**src/rtl/ftsd_result_sequencer.sv**
```systemverilog
// ftsd_result_sequencer: FTSD digit content for live scores and a scrolling WIN/LOSE/TIE verdict
// Ports: clk; rst_n (async, active-low); tick (paces scroll and blink);
//   sys_status (110 scores, 111 result, otherwise blank);
//   score_self_bcd / score_send_bcd (BCD scores, MSD at MSBs) shown in score mode;
//   score_self / score_send (binary scores) compared for the verdict;
//   disp (6-bit font code per digit, digit 0 leftmost at the MSBs);
//   scroll_done (one-cycle pulse with the first left-aligned frame).
// Define FTSD_BLINK_EN to blink the held verdict every BLINK_TICKS ticks.
`ifndef FONT_BLANK
`define FONT_BLANK 6'd63
`endif
`ifndef FONT_E
`define FONT_E 6'd16
`endif
`ifndef FONT_I
`define FONT_I 6'd17
`endif
`ifndef FONT_L
`define FONT_L 6'd18
`endif
`ifndef FONT_N
`define FONT_N 6'd19
`endif
`ifndef FONT_O
`define FONT_O 6'd20
`endif
`ifndef FONT_S
`define FONT_S 6'd21
`endif
`ifndef FONT_T
`define FONT_T 6'd22
`endif
`ifndef FONT_W
`define FONT_W 6'd23
`endif

module ftsd_result_sequencer #(
  parameter int DIGITS = 4,
  parameter int SCORE_DIGITS = 2,
  parameter int SCORE_W = 8,
  parameter int BLINK_TICKS = 2
) (
  input  logic                      clk,
  input  logic                      rst_n,
  input  logic                      tick,
  input  logic [2:0]                sys_status,
  input  logic [4*SCORE_DIGITS-1:0] score_self_bcd,
  input  logic [4*SCORE_DIGITS-1:0] score_send_bcd,
  input  logic [SCORE_W-1:0]        score_self,
  input  logic [SCORE_W-1:0]        score_send,
  output logic [6*DIGITS-1:0]       disp,
  output logic                      scroll_done
);
  localparam int PW = $clog2(DIGITS + 1);
  typedef enum logic [1:0] {IDLE, SCORE, SCROLL, HOLD} state_t;
  typedef enum logic [1:0] {V_WIN, V_LOSE, V_TIE} verdict_t;
  state_t state, state_nxt;
  verdict_t verdict, verdict_nxt;
  logic [PW-1:0] p, p_nxt;
  logic to_scroll, blank_nxt;
  logic [6*DIGITS-1:0] disp_nxt;
  // Character k of the verdict message; anything outside the message is blank.
  function automatic logic [5:0] msg_font(input verdict_t v, input int k);
    return (k < 0 || k >= (v == V_LOSE ? 4 : 3)) ? `FONT_BLANK :
           v == V_WIN ? (k == 0 ? `FONT_W : k == 1 ? `FONT_I : `FONT_N) :
           v == V_TIE ? (k == 0 ? `FONT_T : k == 1 ? `FONT_I : `FONT_E) :
           (k == 0 ? `FONT_L : k == 1 ? `FONT_O : k == 2 ? `FONT_S : `FONT_E);
  endfunction
  always_comb begin
    to_scroll = sys_status == 3'b111 && (state == IDLE || state == SCORE);
    state_nxt = sys_status == 3'b110 ? SCORE :
                sys_status != 3'b111 ? IDLE :
                to_scroll ? SCROLL :
                (state == SCROLL && tick && p == PW'(DIGITS - 1)) ? HOLD : state;
    // Entry into SCROLL clears p, so a tick on the entry cycle never advances it.
    p_nxt = state_nxt == HOLD ? PW'(DIGITS) :
            (state_nxt == SCROLL && !to_scroll) ? p + PW'(tick) : '0;
    verdict_nxt = !to_scroll ? verdict :
                  score_self > score_send ? V_WIN :
                  score_self < score_send ? V_LOSE : V_TIE;
  end
`ifdef FTSD_BLINK_EN
  logic [3:0] blink_cnt, blink_cnt_nxt;
  logic blank, hold_stay;
  always_comb begin
    hold_stay = state == HOLD && state_nxt == HOLD;
    blink_cnt_nxt = !hold_stay ? 4'd0 : !tick ? blink_cnt :
                    blink_cnt == 4'(BLINK_TICKS - 1) ? 4'd0 : blink_cnt + 4'd1;
    blank_nxt = hold_stay && (blank ^ (tick && blink_cnt == 4'(BLINK_TICKS - 1)));
  end
  always_ff @(posedge clk or negedge rst_n) begin
    if (!rst_n) begin
      blink_cnt <= '0;
      blank <= 1'b0;
    end else begin
      blink_cnt <= blink_cnt_nxt;
      blank <= blank_nxt;
    end
  end
`else
  assign blank_nxt = 1'b0;
`endif
  // The frame is built from next-state values so disp lines up with the state it reflects.
  always_comb begin
    disp_nxt = {DIGITS{`FONT_BLANK}};
    if (state_nxt == SCORE) begin
      for (int j = 0; j < SCORE_DIGITS; j++) begin
        disp_nxt[6*(DIGITS-1-j) +: 6] = {2'b00, score_self_bcd[4*(SCORE_DIGITS-1-j) +: 4]};
        disp_nxt[6*(SCORE_DIGITS-1-j) +: 6] = {2'b00, score_send_bcd[4*(SCORE_DIGITS-1-j) +: 4]};
      end
    end else if ((state_nxt == SCROLL || state_nxt == HOLD) && !blank_nxt) begin
      for (int i = 0; i < DIGITS; i++)
        disp_nxt[6*(DIGITS-1-i) +: 6] = msg_font(verdict_nxt, i - DIGITS + int'(p_nxt));
    end
  end
  always_ff @(posedge clk or negedge rst_n) begin
    if (!rst_n) begin
      state <= IDLE;
      verdict <= V_LOSE;
      p <= '0;
      disp <= {DIGITS{`FONT_BLANK}};
      scroll_done <= 1'b0;
    end else begin
      state <= state_nxt;
      verdict <= verdict_nxt;
      p <= p_nxt;
      disp <= disp_nxt;
      scroll_done <= state == SCROLL && state_nxt == HOLD;
    end
  end
endmodule

```
**config.mk**
```make
export PLATFORM = sky130hd
export DESIGN_NAME = ftsd_result_sequencer
export DESIGN_NICKNAME = d
export VERILOG_FILES = /design/src/rtl/ftsd_result_sequencer.sv
export SDC_FILE = /design/constraint.sdc
export NUM_CORES = 1
export LEC_CHECK = 0
export CORE_UTILIZATION = 45
export CTS_CLUSTER_SIZE = 25
export DETAILED_ROUTE_END_ITERATION = 10
export GPL_TIMING_DRIVEN = 0
export PLACE_DENSITY = 0.78
export SYNTH_ARGS = -nofsm -noshare
export SYNTH_HDL_FRONTEND = slang
export SYNTH_SLANG_ARGS = --single-unit
```
**constraint.sdc**
```tcl
create_clock -name clk -period 3.6 [get_ports clk]
set_clock_uncertainty 0.1 [all_clocks]
set_input_delay 0.72 -clock clk [delete_from_list [all_inputs] [get_ports clk]]
set_output_delay 0.72 -clock clk [all_outputs]
set_load 0.1 [all_outputs]
```
Word level (Yosys, flattened, before mapping)
Cells that the tools add are included.
{"block": "totals", "regBits": 32, "input_bits": 38, "out_inout_bits": 25, "word_cells": 109}
{"block": "op_classes", "magnitude_cmp": 10, "reduce_logical": 18, "n_addsub": 5, "n_mux": 52, "eq_ne": 19}
{"op": "logical NOT 32 bit", "n": 4}
{"op": "two-way mux 3 bit", "n": 31}
{"op": "two-way mux 24 bit", "n": 2}
{"op": "two-way mux 6 bit", "n": 4}
{"op": "two-way mux 2 bit", "n": 11}
{"op": "equality test 5 x 2 -> 1 bit, second input constant", "n": 4}
{"op": "equality test 5 x 3 -> 1 bit, second input constant", "n": 4}
{"op": ">= comparator 5 x 4 -> 1 bit", "n": 4}
{"op": "less-than comparator 5 x 1 -> 1 bit, second input constant", "n": 4}
{"op": "adder 3 x 4 -> 5 bit, first input constant", "n": 2}
{"op": "equality test 2 bit, second input constant", "n": 4}
{"op": "> comparator 8 bit", "n": 1}
{"op": "less-than comparator 8 bit", "n": 1}
{"op": "equality test 2 x 1 -> 1 bit, second input constant", "n": 3}
{"op": "equality test 3 bit, second input constant", "n": 2}
{"op": "logical OR 1 bit", "n": 6}
{"op": "adder 1 x 4 -> 5 bit, first input constant", "n": 1}
{"op": "adder 2 x 4 -> 5 bit, first input constant", "n": 1}
{"op": "logical AND 1 bit", "n": 5}
{"op": "logical NOT 2 bit", "n": 2}
{"op": "two-way mux 1 bit", "n": 4}
{"op": "adder 3 x 1 -> 3 bit", "n": 1}
{"op": "equality test 3 x 2 -> 1 bit, second input constant", "n": 1}
{"op": "inequality test 3 bit, second input constant", "n": 1}
{"op": "logical NOT 1 bit", "n": 1}

Logic depth before layout (Yosys ltp)
{"block": "logic_depth", "depth_word": 21, "mapped_depth": 14, "depth_no_buf": 13}

Worst setup path before layout
No wires, ideal clock.
{"block": "synth_path", "path_kind": "in2reg", "startpoint": "input port score_send[1]", "endpoint": "register disp[14]", "required_time_ns": 3.402, "setup_time_ns": 0.098, "path_slack_ns": 0.222, "cell_stages": 13, "path_buffers": 1, "arrival_time_ns": 3.181, "path_cell_list": "inv_1 > ha_1 > nor2b_1 > o211ai_1 > a21o_1 > a31o_1 > buf_2 > nand2_1 > ha_1 > nand2_1 > a21o_1 > a2111oi_2 > o22ai_1"}
{"block": "synth_via", "elab_chain_cells": 11, "word_cells_on_any_way": 16, "classes_between": "order compare (3); eq/ne (2); mux (9); reduce/logical (2)"}
{"element": "start, declared", "line": "50", "text": "input logic [SCORE_W-1:0] score_send,"}
{"element": "less-than comparator 8 bit", "line": "80", "text": "score_self < score_send ? V_LOSE : V_TIE;"}
{"element": "two-way mux 2 bit", "line": "80"}
{"element": "two-way mux 2 bit *", "line": "79", "text": "score_self > score_send ? V_WIN :"}
{"element": "two-way mux 2 bit *", "line": "78", "text": "verdict_nxt = !to_scroll ? verdict :"}
{"element": "via verdict_nxt[0]", "line": "58", "text": "verdict_t verdict, verdict_nxt;"}
{"element": "equality test 2 x 1 -> 1 bit", "line": "64", "text": "return (k < 0 || k >= (v == V_LOSE ? 4 : 3)) ? `FONT_BLANK :"}
{"element": "two-way mux 3 bit", "line": "64"}
{"element": ">= comparator 5 x 4 -> 1 bit", "line": "64"}
{"element": "logical OR 1 bit", "line": "64"}
{"element": "two-way mux 6 bit *", "line": "64"}
{"element": "two-way mux 24 bit *", "line": "111", "text": "end else if ((state_nxt == SCROLL || state_nxt == HOLD) && !blank_nxt) begin"}
{"element": "two-way mux 24 bit *", "line": "106", "text": "if (state_nxt == SCORE) begin"}
{"element": "via disp_nxt[14]", "line": "61", "text": "logic [6*DIGITS-1:0] disp_nxt;"}
{"element": "end signal, assigned", "line": "121", "text": "disp <= {DIGITS{`FONT_BLANK}};"}
{"element": "end signal, assigned", "line": "127", "text": "disp <= disp_nxt;"}
{"element": "end, declared", "line": "51", "text": "output logic [6*DIGITS-1:0] disp,"}
Mark *: on every way through the listed nets, which the timed path passes. The rest lies on a longest branch.

Worst setup path after layout
{"block": "layout_path", "startpoint": "input port tick", "endpoint": "register disp[0]"}
{"block": "layout_via", "elab_chain_cells": 20, "word_cells_on_any_way": 32, "classes_between": "add/sub (2); order compare (2); eq/ne (5); mux (17); reduce/logical (6)"}
{"element": "start, declared", "line": "45", "text": "input logic tick,"}
{"element": "logical AND 1 bit (2 in series)", "line": "74", "text": "(state == SCROLL && tick && p == PW'(DIGITS - 1)) ? HOLD : state;"}
{"element": "two-way mux 2 bit", "line": "74"}
{"element": "two-way mux 2 bit", "line": "73", "text": "to_scroll ? SCROLL :"}
{"element": "two-way mux 2 bit", "line": "72", "text": "sys_status != 3'b111 ? IDLE :"}
{"element": "two-way mux 2 bit", "line": "71", "text": "state_nxt = sys_status == 3'b110 ? SCORE :"}
{"element": "equality test 2 bit", "line": "77, 111"}
{"element": "logical AND 1 bit", "line": "77", "text": "(state_nxt == SCROLL && !to_scroll) ? p + PW'(tick) : '0;"}
{"element": "two-way mux 3 bit", "line": "77"}
{"element": "(+2 left out)"}
{"element": "equality test 5 x 3 -> 1 bit", "line": "67", "text": "(k == 0 ? `FONT_L : k == 1 ? `FONT_O : k == 2 ? `FONT_S : `FONT_E);"}
{"element": "two-way mux 3 bit (no source line) (3 in series)"}
{"element": "two-way mux 3 bit", "line": "66", "text": "v == V_TIE ? (k == 0 ? `FONT_T : k == 1 ? `FONT_I : `FONT_E) :"}
{"element": "two-way mux 3 bit", "line": "65", "text": "v == V_WIN ? (k == 0 ? `FONT_W : k == 1 ? `FONT_I : `FONT_N) :"}
{"element": "two-way mux 6 bit", "line": "64"}
{"element": "two-way mux 24 bit", "line": "111"}
{"element": "two-way mux 24 bit *", "line": "106"}
{"element": "via disp_nxt[0]", "line": "61"}
Marks and branches as above.

==> flow_summary.toml <==
[route]
drt_pass1_iterations = 5
vias = 1938
vias_per_cell = 5.44
wl_per_cell_um = 15.1
post-route-drc-count = 0
drt-total-wl_um = 5390
number_of_routed_nets_with_antenna_violations = 0
initialDrtViolationCount = 158

[logic_synthesis]
synth.lib_cells_used.distinct = 47
post-synth-top-area-fraction_pct = 28.7
postSynthNetCount = 294
post_synth_main_area_contributors = "dfstp_2, ha_1, dfrtp_1"
synthFlopType = "dfstp_2"
synth_sequential_area_ratio_pct = 37.4
synth_top_family_by_area = "simple AND/OR/NAND/NOR gates"
synthesis.area_per_instance_um2 = 8.87
synth_simple_gate_area_share_pct = 19.2
netlist_area_um2 = 2010
synth_top_cell_by_area = "dfstp_2"
number_of_synthesized_flops_with_an_enable_pin = 0
synth-compound-area-share_pct = 18.0
async_reset_ff_share_pct = 100
portion_of_netlist_area_occupied_by_mux_cells_pct = 1.06
post_synth_xor_area_fraction_pct = 0
synthesis.instances = 227
synth.yosys.warnings = 0
adder_cell_share_of_the_synthesized_area_pct = 18.0
synth_seq_cells = 29

[die]
die_area_um2 = 4750
dieHeight_um = 68.9
die-width_um = 68.9
io_pins = 63
fp.coreArea_um2 = 4140
core.rowCount = 23
starting_density_of_the_core_pct = 48.6

[cts]
cts_num_sinks = 29
numCtsBuffers = 5
htree_levels = 2
clk-insertion-delay-late_ns = 0.29
ctsRootBufferMaster = "clkbuf_8"
path_clk_slew_ns = 0.06
cts_tree = "yes"
clock_tree.buffer_depth = 2

[power_and_ir_drop]
p_leak_nw = 1.25
ir_drop_mv = 0.201
power_per_cell_area_nw_per_um2 = 305
power.total_uw = 897

[outcome]
run_status = "finished, final reports clean"

[finish]
utilization_pct = 71.0
num_antenna_cells = 0
layout_commonest_cell = "clkdlybuf4s50_1"
final_design_area_no_fill_um2 = 2940
nFillCells = 332
layout-area-overhead-vs-synth_pct = 46.1
multi_input_comb_area_um2 = 1220
ff_latch_area_um2 = 753
layout.nets = 372
post_route_cells_drive_above_1_share_pct = 20.9
final_cell_mix = "clkdlybuf4s50_1, nor2_1, ha_1"
final-instance-count-excl-fill = 356

[critical_path]
setup.worst_path.class = "in -> reg"
cp_cell_sequence = "clkdlybuf4s50_1 > ha_1 > ha_1 > a311oi_2 > nor2_1 > o21ai_2 > ha_1 > inv_2 > ha_4 > a21oi_1 > nand3_1 > or3_1 > o22a_1"
max_stage_delay_ns = 0.46
timing.reg2reg.setup_slack_ns = 0.60
worstSetupEndpointType = "flip-flop"
crit_path_max_fanout = 5
cp_data_required_time_ns = 3.72
slowest_cp_cell = "clkdlybuf4s50_1"
timing.critical_path.from_type = "input port"
critPathMostFrequentCell = "ha_1"
arrival_ns = 3.63

[worst_hold_path]
timing.hold.worst.class = "in -> async"

[place]
portBuffers = 62
gp_routability_congestion = 0.907
post-place-cells = 339
place_hpwl_um = 3900
placement.cell_area_um2 = 2700
pre_cts_ws_ns = -0.704

[timing]
max_slew_margin_pct = 34.2
timing.final.crit_period_ns = 3.51
setup_violations = 0
worst_max_slew_pin_slew_ns = 0.984
drv_slew = 0
maxClockFrequency_mhz = 285
finalHoldViolCount = 0
timing.final.ws_setup_ns = 0.0864
period_utilization_post_route_pct = 97.6

[grt]
global_route.usage.total_pct = 23.3
number_of_antenna_violations_at_the_first_check_in_global_routing = 0
grt_pass1_vias = 1742
grt_pass1_wl_um = 7910
grt.overflow.total = 0
grt_start_max_net_pins = 30

[job]
cap_violations = 0
cells in the mapped netlist (2+ instances only):
| library cell | count |
|---|---|
| o21a_1 | 3 |
| nand2_1 | 14 |
| nor3_1 | 9 |
| a21oi_1 | 14 |
| o22ai_1 | 2 |
| dfrtp_1 | 7 |
| and2_1 | 3 |
| a21o_1 | 2 |
| a311oi_1 | 2 |
| or3_1 | 2 |
| o21ai_0 | 9 |
| nor2_1 | 35 |
| buf_4 | 3 |
| dfstp_2 | 22 |
| o21ai_1 | 4 |
| ha_1 | 29 |
| nand2b_1 | 2 |
| a211oi_1 | 4 |
| a31oi_1 | 4 |
| nand3_1 | 4 |
| clkbuf_1 | 2 |
| inv_1 | 25 |
| nand4_1 | 2 |
logic make-up after synthesis:
kind of cell / after synthesis
mux: 2
buf+inv: 31
compound gates: 55
flops: 29
fa+ha+maj: 29
simple gates: 81
through the flow:
step | hold slack (ns) | TNS (ns)
2_1_floorplan | 0.324 | 0
3_3_place_gp | 0.428 | -7.79
3_5_place_dp | 0.437 | -8.59
4_1_cts | 0.463 | 0
5_1_grt | 0.404 | -0.135
6_report | 0.353 | 0
flip-flops by register name, indices dropped and copies added (netlist names):
register     count
p                3
verdict          2
scroll_done      1
state            2
disp            21
what timing repair did:
action | 4_1_cts | 5_1_grt
setup buffers | 1 | 8
hold endpoints to repair | 0 | 0
setup endpoints to repair | 16 | 15
cloned | 0 | 0
pin swaps | 1 | 8
resized for setup | 7 | 15
hold buffers | 0 | 0
final timing paths:
path | startpoint | endpoint | depth (start not counted)
max | tick | disp[0] | 13
min | rst_n | state[1] | 1
max reg2reg | p[0] | disp[0] | 12
min reg2reg | state[0] | scroll_done | 1
max in group asynchronous | rst_n | p[0] | 1
min in group clk | state[0] | scroll_done | 1
cell type report:
class	instances	share of cell area [%]
flip-flops and latches	29	25.6
repair buffers	71	23.2
clock buffers	5	2.34
multi-input cells	167	41.5
plain buffers	6	1.40
inverters	25	3.19
well taps	50	2.13
clock inverters	3	0.595
worst max-delay path: cells and delay by family:
kind	cells	cell delay, ns
fa+ha+maj	4	0.95
compound gates	4	0.82
simple gates	3	0.61
buf+inv	2	0.55
power by group:
part / switching (mW) / internal [mW]
sequential: 0.00676 / 0.344
combinational: 0.164 / 0.116
clock: 0.132 / 0.133
total: 0.304 / 0.593
routing by layer:
metal  share of wire (%)  wire length, µm  GRT usage (%)
met1                  44             2350           30.6
met2                  48             2580           37.5
met3                 7.2              387           5.76
met4                 1.3               70           7.40
met5                   0                0              0
(Power assumes the default switching activity.)
